--- config.mk ---
export PLATFORM = sky130hd
export DESIGN_NAME = pool_engine
export DESIGN_NICKNAME = d
export VERILOG_FILES = /design/src/rtl/pool_engine.sv
export SDC_FILE = /design/constraint.sdc
export NUM_CORES = 1
export LEC_CHECK = 0
export BUFFER_PORTS_ARGS = -buffer_cell sky130_fd_sc_hd__buf_2
export CAP_MARGIN = 20
export CORE_UTILIZATION = 57
export DETAILED_ROUTE_END_ITERATION = 7
export PLACE_DENSITY = 0.85
export SLEW_MARGIN = 25
export SYNTH_ARGS = -nofsm -noshare
export SYNTH_HDL_FRONTEND = slang
export SYNTH_SLANG_ARGS = --single-unit
--- constraint.sdc ---
create_clock -name clk -period 5.18 [get_ports clk]
set_input_delay 1.554 -clock clk [delete_from_list [all_inputs] [get_ports clk]]
set_output_delay 1.554 -clock clk [all_outputs]
set_load 0.01 [all_outputs]
--- src/rtl/pool_engine.sv ---
// pool_engine: k x k window pooling (max, or average when POOL_AVG_EN is defined) over a
// channel-major feature map held in a single-port SRAM with 1-cycle read latency.
module pool_engine #(
    parameter int DATA_W = 8,
    parameter int ADDR_W = 13,
    parameter int MAX_K  = 4,
    parameter int SIGNED = 0
) (
    input  logic              clk,
    input  logic              rst,
    input  logic              start,
    input  logic [ADDR_W-1:0] cfg_rows,
    input  logic [ADDR_W-1:0] cfg_cols,
    input  logic [ADDR_W-1:0] cfg_ch,
    input  logic [3:0]        cfg_k,
    input  logic [3:0]        cfg_stride,
    input  logic              cfg_avg,
    input  logic [ADDR_W-1:0] cfg_in,
    input  logic [ADDR_W-1:0] cfg_out,
    output logic [ADDR_W-1:0] mem_addr,
    output logic              mem_we,
    output logic [DATA_W-1:0] mem_wdata,
    input  logic [DATA_W-1:0] mem_rdata,
    output logic              busy,
    output logic              done,
    output logic              err
);
    // state | meaning
    // IDLE  | waiting for start, config capture
    // CHECK | validate captured config, precompute row/channel strides
    // RD    | issue k*k window reads, fold the sample returned from the previous read
    // LAST  | fold final sample of the window
    // WR    | write pooled result, step to next window
    // FIN   | done pulse (err if config was rejected)
    localparam logic [2:0] S_IDLE  = 3'd0;
    localparam logic [2:0] S_CHECK = 3'd1;
    localparam logic [2:0] S_RD    = 3'd2;
    localparam logic [2:0] S_LAST  = 3'd3;
    localparam logic [2:0] S_WR    = 3'd4;
    localparam logic [2:0] S_FIN   = 3'd5;

    localparam int CNT_W = $clog2(MAX_K * MAX_K + 1);
    localparam int EW    = ADDR_W + 2;
`ifdef POOL_AVG_EN
    localparam int ACC_W = DATA_W + 2 * $clog2(MAX_K);
`else
    localparam int ACC_W = DATA_W;
`endif

    logic [2:0]        state_q, state_d;
    logic [ADDR_W-1:0] rows_q, rows_d, cols_q, cols_d, ch_n_q, ch_n_d;
    logic [3:0]        k_q, k_d, s_q, s_d;
    logic [ADDR_W-1:0] sc_q, sc_d, rc_q, rc_d;
    logic [ADDR_W-1:0] c0_q, c0_d, r0_q, r0_d, ch_q, ch_d;
    logic [ADDR_W-1:0] win_q, win_d, row_base_q, row_base_d, ch_base_q, ch_base_d;
    logic [ADDR_W-1:0] rd_addr_q, rd_addr_d, row_ptr_q, row_ptr_d, out_addr_q, out_addr_d;
    logic [3:0]        kc_q, kc_d;
    logic [CNT_W-1:0]  samp_q, samp_d;
    logic              rv_q, rv_d, fresh_q, fresh_d, err_q, err_d;
    logic [ACC_W-1:0]  acc_q, acc_d;
`ifdef POOL_AVG_EN
    logic              avg_q, avg_d;
`else
    logic              unused_avg;
    assign unused_avg = cfg_avg;
`endif

    logic [ADDR_W-1:0] k_ext, s_ext, nxt_win;
    logic [7:0]        kk_full;
    logic [CNT_W-1:0]  kk_m1;
    logic              col_fit, row_fit, last_ch, cfg_bad, fold;
    logic [ACC_W-1:0]  samp_ext;
    logic              samp_gt;
    logic [DATA_W-1:0] result;

    assign k_ext   = ADDR_W'(k_q);
    assign s_ext   = ADDR_W'(s_q);
    assign kk_full = {4'd0, k_q} * {4'd0, k_q};
    assign kk_m1   = CNT_W'(kk_full - 8'd1);
    // Next window must still fit entirely inside the map; extra bits keep the sum from wrapping.
    assign col_fit = ({2'b00, c0_q} + EW'(s_q) + EW'(k_q)) <= {2'b00, cols_q};
    assign row_fit = ({2'b00, r0_q} + EW'(s_q) + EW'(k_q)) <= {2'b00, rows_q};
    assign last_ch = (ch_q == ch_n_q - ADDR_W'(1));
    assign fold    = ((state_q == S_RD) && rv_q) || (state_q == S_LAST);

    always_comb begin
        cfg_bad = (k_q == 4'd0) || (k_q > 4'(MAX_K)) || (s_q == 4'd0) ||
                  (ch_n_q == '0) || (k_ext > rows_q) || (k_ext > cols_q);
`ifdef POOL_AVG_EN
        if (avg_q && !(k_q inside {4'd1, 4'd2, 4'd4, 4'd8})) begin
            cfg_bad = 1'b1;
        end
`endif
    end

    always_comb begin
        if (SIGNED != 0) begin
            samp_ext = ACC_W'($signed(mem_rdata));
            samp_gt  = $signed(mem_rdata) > $signed(acc_q[DATA_W-1:0]);
        end else begin
            samp_ext = ACC_W'(mem_rdata);
            samp_gt  = mem_rdata > acc_q[DATA_W-1:0];
        end
    end

`ifdef POOL_AVG_EN
    logic [2:0]              avg_sh;
    logic signed [ACC_W-1:0] shr_s;
    logic [ACC_W-1:0]        shr_u;

    always_comb begin
        case (k_q)
            4'd2:    avg_sh = 3'd2;
            4'd4:    avg_sh = 3'd4;
            4'd8:    avg_sh = 3'd6;
            default: avg_sh = 3'd0;
        endcase
        shr_s  = $signed(acc_q) >>> avg_sh;
        shr_u  = acc_q >> avg_sh;
        result = acc_q[DATA_W-1:0];
        if (avg_q) begin
            result = (SIGNED != 0) ? shr_s[DATA_W-1:0] : shr_u[DATA_W-1:0];
        end
    end
`else
    assign result = acc_q[DATA_W-1:0];
`endif

    always_comb begin
        state_d    = state_q;
        rows_d     = rows_q;
        cols_d     = cols_q;
        ch_n_d     = ch_n_q;
        k_d        = k_q;
        s_d        = s_q;
        sc_d       = sc_q;
        rc_d       = rc_q;
        c0_d       = c0_q;
        r0_d       = r0_q;
        ch_d       = ch_q;
        win_d      = win_q;
        row_base_d = row_base_q;
        ch_base_d  = ch_base_q;
        rd_addr_d  = rd_addr_q;
        row_ptr_d  = row_ptr_q;
        out_addr_d = out_addr_q;
        kc_d       = kc_q;
        samp_d     = samp_q;
        fresh_d    = fresh_q;
        err_d      = err_q;
        acc_d      = acc_q;
        nxt_win    = win_q;
        rv_d       = (state_q == S_RD);
`ifdef POOL_AVG_EN
        avg_d      = avg_q;
`endif

        // First sample of a window loads the accumulator outright.
        if (fold) begin
            fresh_d = 1'b0;
`ifdef POOL_AVG_EN
            if (avg_q && !fresh_q) begin
                acc_d = acc_q + samp_ext;
            end else if (avg_q || fresh_q || samp_gt) begin
                acc_d = samp_ext;
            end
`else
            if (fresh_q || samp_gt) begin
                acc_d = samp_ext;
            end
`endif
        end

        case (state_q)
            S_IDLE: begin
                if (start) begin
                    rows_d     = cfg_rows;
                    cols_d     = cfg_cols;
                    ch_n_d     = cfg_ch;
                    k_d        = cfg_k;
                    s_d        = cfg_stride;
                    out_addr_d = cfg_out;
                    win_d      = cfg_in;
                    row_base_d = cfg_in;
                    ch_base_d  = cfg_in;
                    rd_addr_d  = cfg_in;
                    row_ptr_d  = cfg_in;
                    c0_d       = '0;
                    r0_d       = '0;
                    ch_d       = '0;
                    err_d      = 1'b0;
`ifdef POOL_AVG_EN
                    avg_d      = cfg_avg;
`endif
                    state_d    = S_CHECK;
                end
            end
            S_CHECK: begin
                sc_d = s_ext * cols_q;
                rc_d = rows_q * cols_q;
                if (cfg_bad) begin
                    err_d   = 1'b1;
                    state_d = S_FIN;
                end else begin
                    samp_d  = kk_m1;
                    kc_d    = k_q - 4'd1;
                    fresh_d = 1'b1;
                    state_d = S_RD;
                end
            end
            S_RD: begin
                if (samp_q == '0) begin
                    state_d = S_LAST;
                end else begin
                    samp_d = samp_q - CNT_W'(1);
                    if (kc_q == 4'd0) begin
                        kc_d      = k_q - 4'd1;
                        row_ptr_d = row_ptr_q + cols_q;
                        rd_addr_d = row_ptr_q + cols_q;
                    end else begin
                        kc_d      = kc_q - 4'd1;
                        rd_addr_d = rd_addr_q + ADDR_W'(1);
                    end
                end
            end
            S_LAST: state_d = S_WR;
            S_WR: begin
                out_addr_d = out_addr_q + ADDR_W'(1);
                samp_d     = kk_m1;
                kc_d       = k_q - 4'd1;
                fresh_d    = 1'b1;
                state_d    = S_RD;
                if (col_fit) begin
                    c0_d    = c0_q + s_ext;
                    nxt_win = win_q + s_ext;
                end else if (row_fit) begin
                    c0_d       = '0;
                    r0_d       = r0_q + s_ext;
                    nxt_win    = row_base_q + sc_q;
                    row_base_d = nxt_win;
                end else if (!last_ch) begin
                    c0_d       = '0;
                    r0_d       = '0;
                    ch_d       = ch_q + ADDR_W'(1);
                    nxt_win    = ch_base_q + rc_q;
                    ch_base_d  = nxt_win;
                    row_base_d = nxt_win;
                end else begin
                    state_d = S_FIN;
                end
                win_d     = nxt_win;
                rd_addr_d = nxt_win;
                row_ptr_d = nxt_win;
            end
            S_FIN:   state_d = S_IDLE;
            default: state_d = S_IDLE;
        endcase
    end

    always_ff @(posedge clk or negedge rst) begin
        if (!rst) begin
            state_q    <= S_IDLE;
            rows_q     <= '0;
            cols_q     <= '0;
            ch_n_q     <= '0;
            k_q        <= '0;
            s_q        <= '0;
            sc_q       <= '0;
            rc_q       <= '0;
            c0_q       <= '0;
            r0_q       <= '0;
            ch_q       <= '0;
            win_q      <= '0;
            row_base_q <= '0;
            ch_base_q  <= '0;
            rd_addr_q  <= '0;
            row_ptr_q  <= '0;
            out_addr_q <= '0;
            kc_q       <= '0;
            samp_q     <= '0;
            rv_q       <= 1'b0;
            fresh_q    <= 1'b0;
            err_q      <= 1'b0;
            acc_q      <= '0;
`ifdef POOL_AVG_EN
            avg_q      <= 1'b0;
`endif
        end else begin
            state_q    <= state_d;
            rows_q     <= rows_d;
            cols_q     <= cols_d;
            ch_n_q     <= ch_n_d;
            k_q        <= k_d;
            s_q        <= s_d;
            sc_q       <= sc_d;
            rc_q       <= rc_d;
            c0_q       <= c0_d;
            r0_q       <= r0_d;
            ch_q       <= ch_d;
            win_q      <= win_d;
            row_base_q <= row_base_d;
            ch_base_q  <= ch_base_d;
            rd_addr_q  <= rd_addr_d;
            row_ptr_q  <= row_ptr_d;
            out_addr_q <= out_addr_d;
            kc_q       <= kc_d;
            samp_q     <= samp_d;
            rv_q       <= rv_d;
            fresh_q    <= fresh_d;
            err_q      <= err_d;
            acc_q      <= acc_d;
`ifdef POOL_AVG_EN
            avg_q      <= avg_d;
`endif
        end
    end

    // Outputs decode straight from state so an async reset clears them immediately.
    always_comb begin
        busy      = (state_q inside {S_CHECK, S_RD, S_LAST, S_WR});
        done      = (state_q == S_FIN);
        err       = done && err_q;
        mem_we    = (state_q == S_WR);
        mem_addr  = '0;
        mem_wdata = '0;
        if (state_q == S_RD) begin
            mem_addr = rd_addr_q;
        end else if (state_q == S_WR) begin
            mem_addr  = out_addr_q;
            mem_wdata = result;
        end
    end

endmodule

Word level (Yosys, flattened, before mapping)
Cells that the tools add are included.
{"block": "op_classes", "add_sub_neg": 18, "n_mul": 3, "n_lt_le_gt_ge": 6, "n_eq_ne": 17, "muxes": 56, "reduce_logical": 31}
{"operator": "13-bit two-way mux", "n": 25}
{"operator": "13-bit one-hot mux with 2 select lines", "n": 7}
{"operator": "13-bit one-hot mux with 3 select lines", "n": 2}
{"operator": "13-bit by 1-bit adder with 13-bit output (second input constant)", "n": 3}
{"operator": "13-bit adder", "n": 3}
{"operator": "13-bit by 4-bit adder with 13-bit output", "n": 3}
{"operator": "14-bit by 4-bit adder with 15-bit output", "n": 2}
{"operator": "15-bit by 13-bit <= comparator with 1-bit output", "n": 2}
{"operator": "13-bit by 4-bit adder with 14-bit output", "n": 2}
{"operator": "4-bit by 13-bit > comparator with 1-bit output", "n": 2}
{"operator": "3-bit two-way mux", "n": 6}
{"operator": "8-bit two-way mux", "n": 2}
{"operator": "3-bit one-hot mux with 5 select lines", "n": 1}
{"operator": "5-bit one-hot mux with 3 select lines", "n": 1}
{"operator": "2-bit inequality test (second input constant)", "n": 7}
{"operator": "13-bit == test", "n": 1}
{"operator": "13-bit zero test", "n": 1}
{"operator": "13-bit by 13-bit multiplier with 13-bit output", "n": 1}
{"operator": "4-bit by 13-bit multiplier with 13-bit output", "n": 1}
{"operator": "13-bit by 1-bit subtractor with 13-bit output (second input constant)", "n": 1}
{"operator": "4-bit zero test", "n": 3}
{"operator": "4-bit two-way mux", "n": 3}
{"operator": "4-bit one-hot mux with 3 select lines", "n": 1}
{"operator": "3-bit AND reduction", "n": 4}
{"operator": "other kinds (24)", "n": 47}
{"block": "totals", "ff_bits": 213, "wordCells": 154}

Depth between registers and ports, before layout
{"block": "logic_depth", "depth_word": 8, "depth_mapped": 23, "depth_no_buf": 22}

Worst setup path before layout
Ideal clock, no wire load.
{"block": "synth_path", "path_kind": "register to register", "from": "reg s_q[1]", "to": "reg c0_q[8]", "setup_ns": 0.078, "arrival_ns": 5.070, "required_ns": 5.102, "setup_slack_ns": 0.032, "stages_incl_launch_ff": 22, "path_buffers": 1, "period_less_slack_ns": 5.148, "path_cell_list": "dfrtp_1 -> inv_1 -> fa_1 -> inv_1 -> ha_1 -> inv_1 -> fa_1 -> nor2b_1 -> o21ai_0 -> and2_1 -> nor2b_1 -> nand2_1 -> xnor2_1 -> ha_1 -> and4_1 -> a221o_1 -> a2111oi_0 -> nor3_1 -> a21o_1 -> buf_2 -> or3_1 -> a21oi_1"}
{"block": "synth_via", "elab_chain_len": 6}
{"element": "start: declaration", "line": "52", "rtl": "logic [3:0] k_q, k_d, s_q, s_d;"}
{"element": "start signal: assignment", "line": "267", "rtl": "s_q <= '0;"}
{"element": "start signal: assignment", "line": "294", "rtl": "s_q <= s_d;"}
{"element": "13-bit by 4-bit adder with 14-bit output", "line": "82", "rtl": "assign row_fit = ({2'b00, r0_q} + EW'(s_q) + EW'(k_q)) <= {2'b00, rows_q};"}
{"element": "14-bit by 4-bit adder with 15-bit output", "line": "82"}
{"element": "15-bit by 13-bit <= comparator with 1-bit output", "line": "82"}
{"element": "13-bit two-way mux", "line": "236", "rtl": "end else if (row_fit) begin"}
{"element": "13-bit two-way mux", "line": "233", "rtl": "if (col_fit) begin"}
{"element": "13-bit one-hot mux with 2 select lines", "line": "174", "rtl": "case (state_q)"}
{"element": "end signal: assignment", "line": "270", "rtl": "c0_q <= '0;"}
{"element": "end signal: assignment", "line": "297", "rtl": "c0_q <= c0_d;"}
{"element": "end: declaration", "line": "54", "rtl": "logic [ADDR_W-1:0] c0_q, c0_d, r0_q, r0_d, ch_q, ch_d;"}
Several ways; a longest one is shown, not always the timed one.
A chain may end at the register's enable or synchronous reset.

Final worst setup path
{"block": "layout_path", "from": "reg c0_q[1]", "to": "reg row_ptr_q[3]"}
{"block": "layout_via", "elab_chain_len": 5}
{"element": "13-bit by 4-bit adder with 14-bit output", "line": "81", "rtl": "assign col_fit = ({2'b00, c0_q} + EW'(s_q) + EW'(k_q)) <= {2'b00, cols_q};"}
{"element": "14-bit by 4-bit adder with 15-bit output", "line": "81"}
{"element": "15-bit by 13-bit <= comparator with 1-bit output", "line": "81"}
{"element": "13-bit two-way mux", "line": "233"}
{"element": "13-bit one-hot mux with 3 select lines", "line": "174"}
{"element": "end signal: assignment", "line": "304", "rtl": "row_ptr_q <= row_ptr_d;"}
{"element": "end: declaration", "line": "56", "rtl": "logic [ADDR_W-1:0] rd_addr_q, rd_addr_d, row_ptr_q, row_ptr_d, out_addr_q, out_addr_d;"}
Every way passes these cells.

==> metrics <==
H-Tree Level Count 1; CTS tree yes; vias per inst 6.155; Synth Area in Simple Gates 18.89%; YS warnings 0; Top delay family on crit path adder cells; Hold Path Class reg -> reg; Root Buffer clkbuf_16; mapped cell area 18580 sq um; TNS Setup 0 ns; Inst Count DP 2709; Post-synth EDFFs 0; largest area contributor in the netlist dfrtp_1; max-slew violations 0; Yosys top cell area share 28.68%; Reg clk slew, reported paths 0.06 ns; Critical Path End Type register; Setup violations, final 0; highest clock rate 199.1 MHz; initial antenna violation count 0; non-filler instance count after layout 2762; Core Rows 65; Top Ports 110; Layout Nets 2635; Area contributors post-synth dfrtp_1, ha_1, fa_1, nand2_1, xnor2_1; Final Util 65.96%; Arr. time, crit path 5.46 ns; WP buf/inv 6; die width 182.6 um; core area 31800 sq um; Overflow after GRT 0; xor and xnor fraction of the mapped netlist area 7.588%; clk_lat worst skew 0.55 ns; Clock Skew 0.02666 ns; synthesis-stage register bit count 213; die area 33330 sq um; final worst-path cycle share 96.98%; vias in the first global route 17180; drt initial violations 1508; status completed; slew of the pin with the lowest slew margin 0.8592 ns; Num CTS Buffers 26; register area share after synthesis 28.68%; synth-to-layout area growth 12.87%; Post-Synth Adder-Cell Area 19.75%; Synthesized Nets 2515; wire length per cell 19.74 um; global-route wire length before repair 87580 um; I/O Buffers 108; Synth Area in Compound Gates 16.79%; GRT Total Usage 33.04%; critical path's slowest cell dfrtp_2; multiplexer share of the synthesized area 2.330%; DR vias 17000; Post-Syn Area per Cell 8.497 sq um; Min Clock Period, post-route 5.024 ns; final hold violations 0; cells after synthesis 2187; Critical Path Fanout Max 5; Pre-Repair DR Iteration Count 6; final WL 54520 um; Top FF cell, synth dfrtp_1; starting density of the core 58.44%; CP Class reg -> reg; dpl hpwl 40520 um; post-synthesis cell type count 79; die height 182.6 um; layout cells sized above 1 13.54%; largest family of logic cells by synthesized area adder cells; clock sinks 213; max-cap viol count 0; number of routed nets with antenna violations 0; max incr delay on CP 0.44 ns; final hold slack 0.4834 ns; relative slew slack 42.72%; Async SR Flop Fraction 100.0%; CTS Hold Bufs 0; clk buf depth 3; DRC Markers 0; CP startpoint kind register; Final GP Congestion 0.9362; largest net degree at the start of global routing 121; Worst EP required 5.61 ns; Critical Path, Cell by Cell inv_1, fa_1, inv_1, ha_1, inv_1, fa_1, nor2b_1, o21ai_0, and2_4, nor2b_2, nand2_1, xnor2_1, ha_1, and4_1, a221o_1, a2111oi_2, buf_4, buf_4, or2_2, nand2_1, o31ai_2, buf_4, o221ai_2, mux2_4
## final cells by class
class / count / area (sq um)
Sequential cell: 213 / 5333
Antenna cell: 1 / 2.502
Clock buffer: 41 / 798.3
Tap cell: 435 / 544.3
Inverter: 186 / 698.2
Fill cell: 2591 / 10820
Timing Repair Buffer: 193 / 1275
Clock inverter: 6 / 55.05
Multi-Input combinational cell: 1687 / 12270
## final timing paths
path,start,to,slack [ns],cells after the start
min in group asynchronous,rst,out_addr_q[9]$_DFFE_PN0P_,0.87,1
min,err_q$_DFFE_PN0P_,err_q$_DFFE_PN0P_,0.48,2
max,c0_q[1]$_DFFE_PN0P_,row_ptr_q[3]$_DFFE_PN0P_,0.16,24
max in group asynchronous,rst,out_addr_q[0]$_DFFE_PN0P_,3.16,3
min reg2reg,err_q$_DFFE_PN0P_,err_q$_DFFE_PN0P_,0.48,2
max reg2reg,c0_q[1]$_DFFE_PN0P_,row_ptr_q[3]$_DFFE_PN0P_,0.16,24
## worst reg2reg max path: stages (launching register included)
cell       delay [ns]
dfrtp_2          0.44
inv_1            0.08
fa_1             0.41
inv_1            0.07
ha_1             0.18
inv_1            0.07
fa_1             0.42
nor2b_1          0.13
o21ai_0          0.11
and2_4           0.20
nor2b_2          0.13
nand2_1          0.09
xnor2_1          0.14
ha_1             0.30
and4_1           0.23
a221o_1          0.34
a2111oi_2        0.34
buf_4            0.21
buf_4            0.12
or2_2            0.16
nand2_1          0.08
o31ai_2          0.06
buf_4            0.16
o221ai_2         0.12
mux2_4           0.30
## Yosys cell counts (29+ instances only)
master,instances
o21ai_0,128
nand2_1,335
and2_1,43
fa_1,84
a31oi_1,29
xnor2_1,114
ha_1,159
nand3_1,52
clkbuf_1,79
a21o_1,34
nor3_1,38
a21oi_1,110
dfrtp_1,213
mux2_2,30
xor2_1,47
nor2_1,153
and3_1,31
inv_1,185
## per-layer routing
metal,global-route usage [%],routed length [um],vias up
li1,-,-,7754
met1,43.02,22190,8229
met4,15.80,2561,0
met5,0,0,-
met2,53.48,25140,833
met3,5.707,4630,185
## kinds of logic (layout without fill, tap and decap cells)
group                      count (synthesis)  count (layout)
AOI/OAI and AO/OA                        477             477
xor gates and xnor gates                 161             161
adders and majority gates                243             243
buffers and inverters                    287             426
DFF                                      213             213
muxes                                     39              39
other                                      0               1
and+or+nand+nor                          767             767
## per-stage QoR
| stage | setup slack [ns] | cell area (sq um) |
|---|---|---|
| 3_5_place_dp | -0.1606 | 19940 |
| 4_1_cts | 0.002019 | 20800 |
| 3_3_place_gp | -0.002999 | 19940 |
| 2_1_floorplan | 0.03179 | 18580 |
| 6_report | 0.1564 | 20980 |
| 5_1_grt | -0.01603 | 20970 |
## timing repair
action                     4_1_cts  5_1_grt
pin swaps                        0        5
resized for setup                2       30
setup buffers                    0        4
setup endpoints to repair       37      100
## cells in the final DEF, fill, tap and decap left out, types with 6 or more instances in the layout
cell type  instances
o21ai_0          126
o31ai_1            9
a311oi_1          11
a211o_1            8
nand4_1           22
a211oi_1          13
nor2b_1           22
clkbuf_16         27
a21oi_1          109
buf_4             78
and3_1            31
clkbuf_1           7
mux2i_1            8
nor2_1           150
mux2_2            29
o21bai_1          10
a221o_1            6
inv_1            182
xor2_1            47
dfrtp_1          211
nand3_1           52
nor4_1            12
xnor2_1          114
nand2_1          333
a21o_1            34
a22oi_1            6
nor3_1            37
ha_1             159
or3_1             15
o211ai_1          10
o21a_1            14
buf_2            107
and2_1            42
fa_1              84
a31oi_1           26
a22o_1            18
nand2b_1          19
clkbuf_8           7
Power is left out: the tool's default activity adds up to more than one toggle a clock period on the data nets, which glitch-free logic cannot reach.
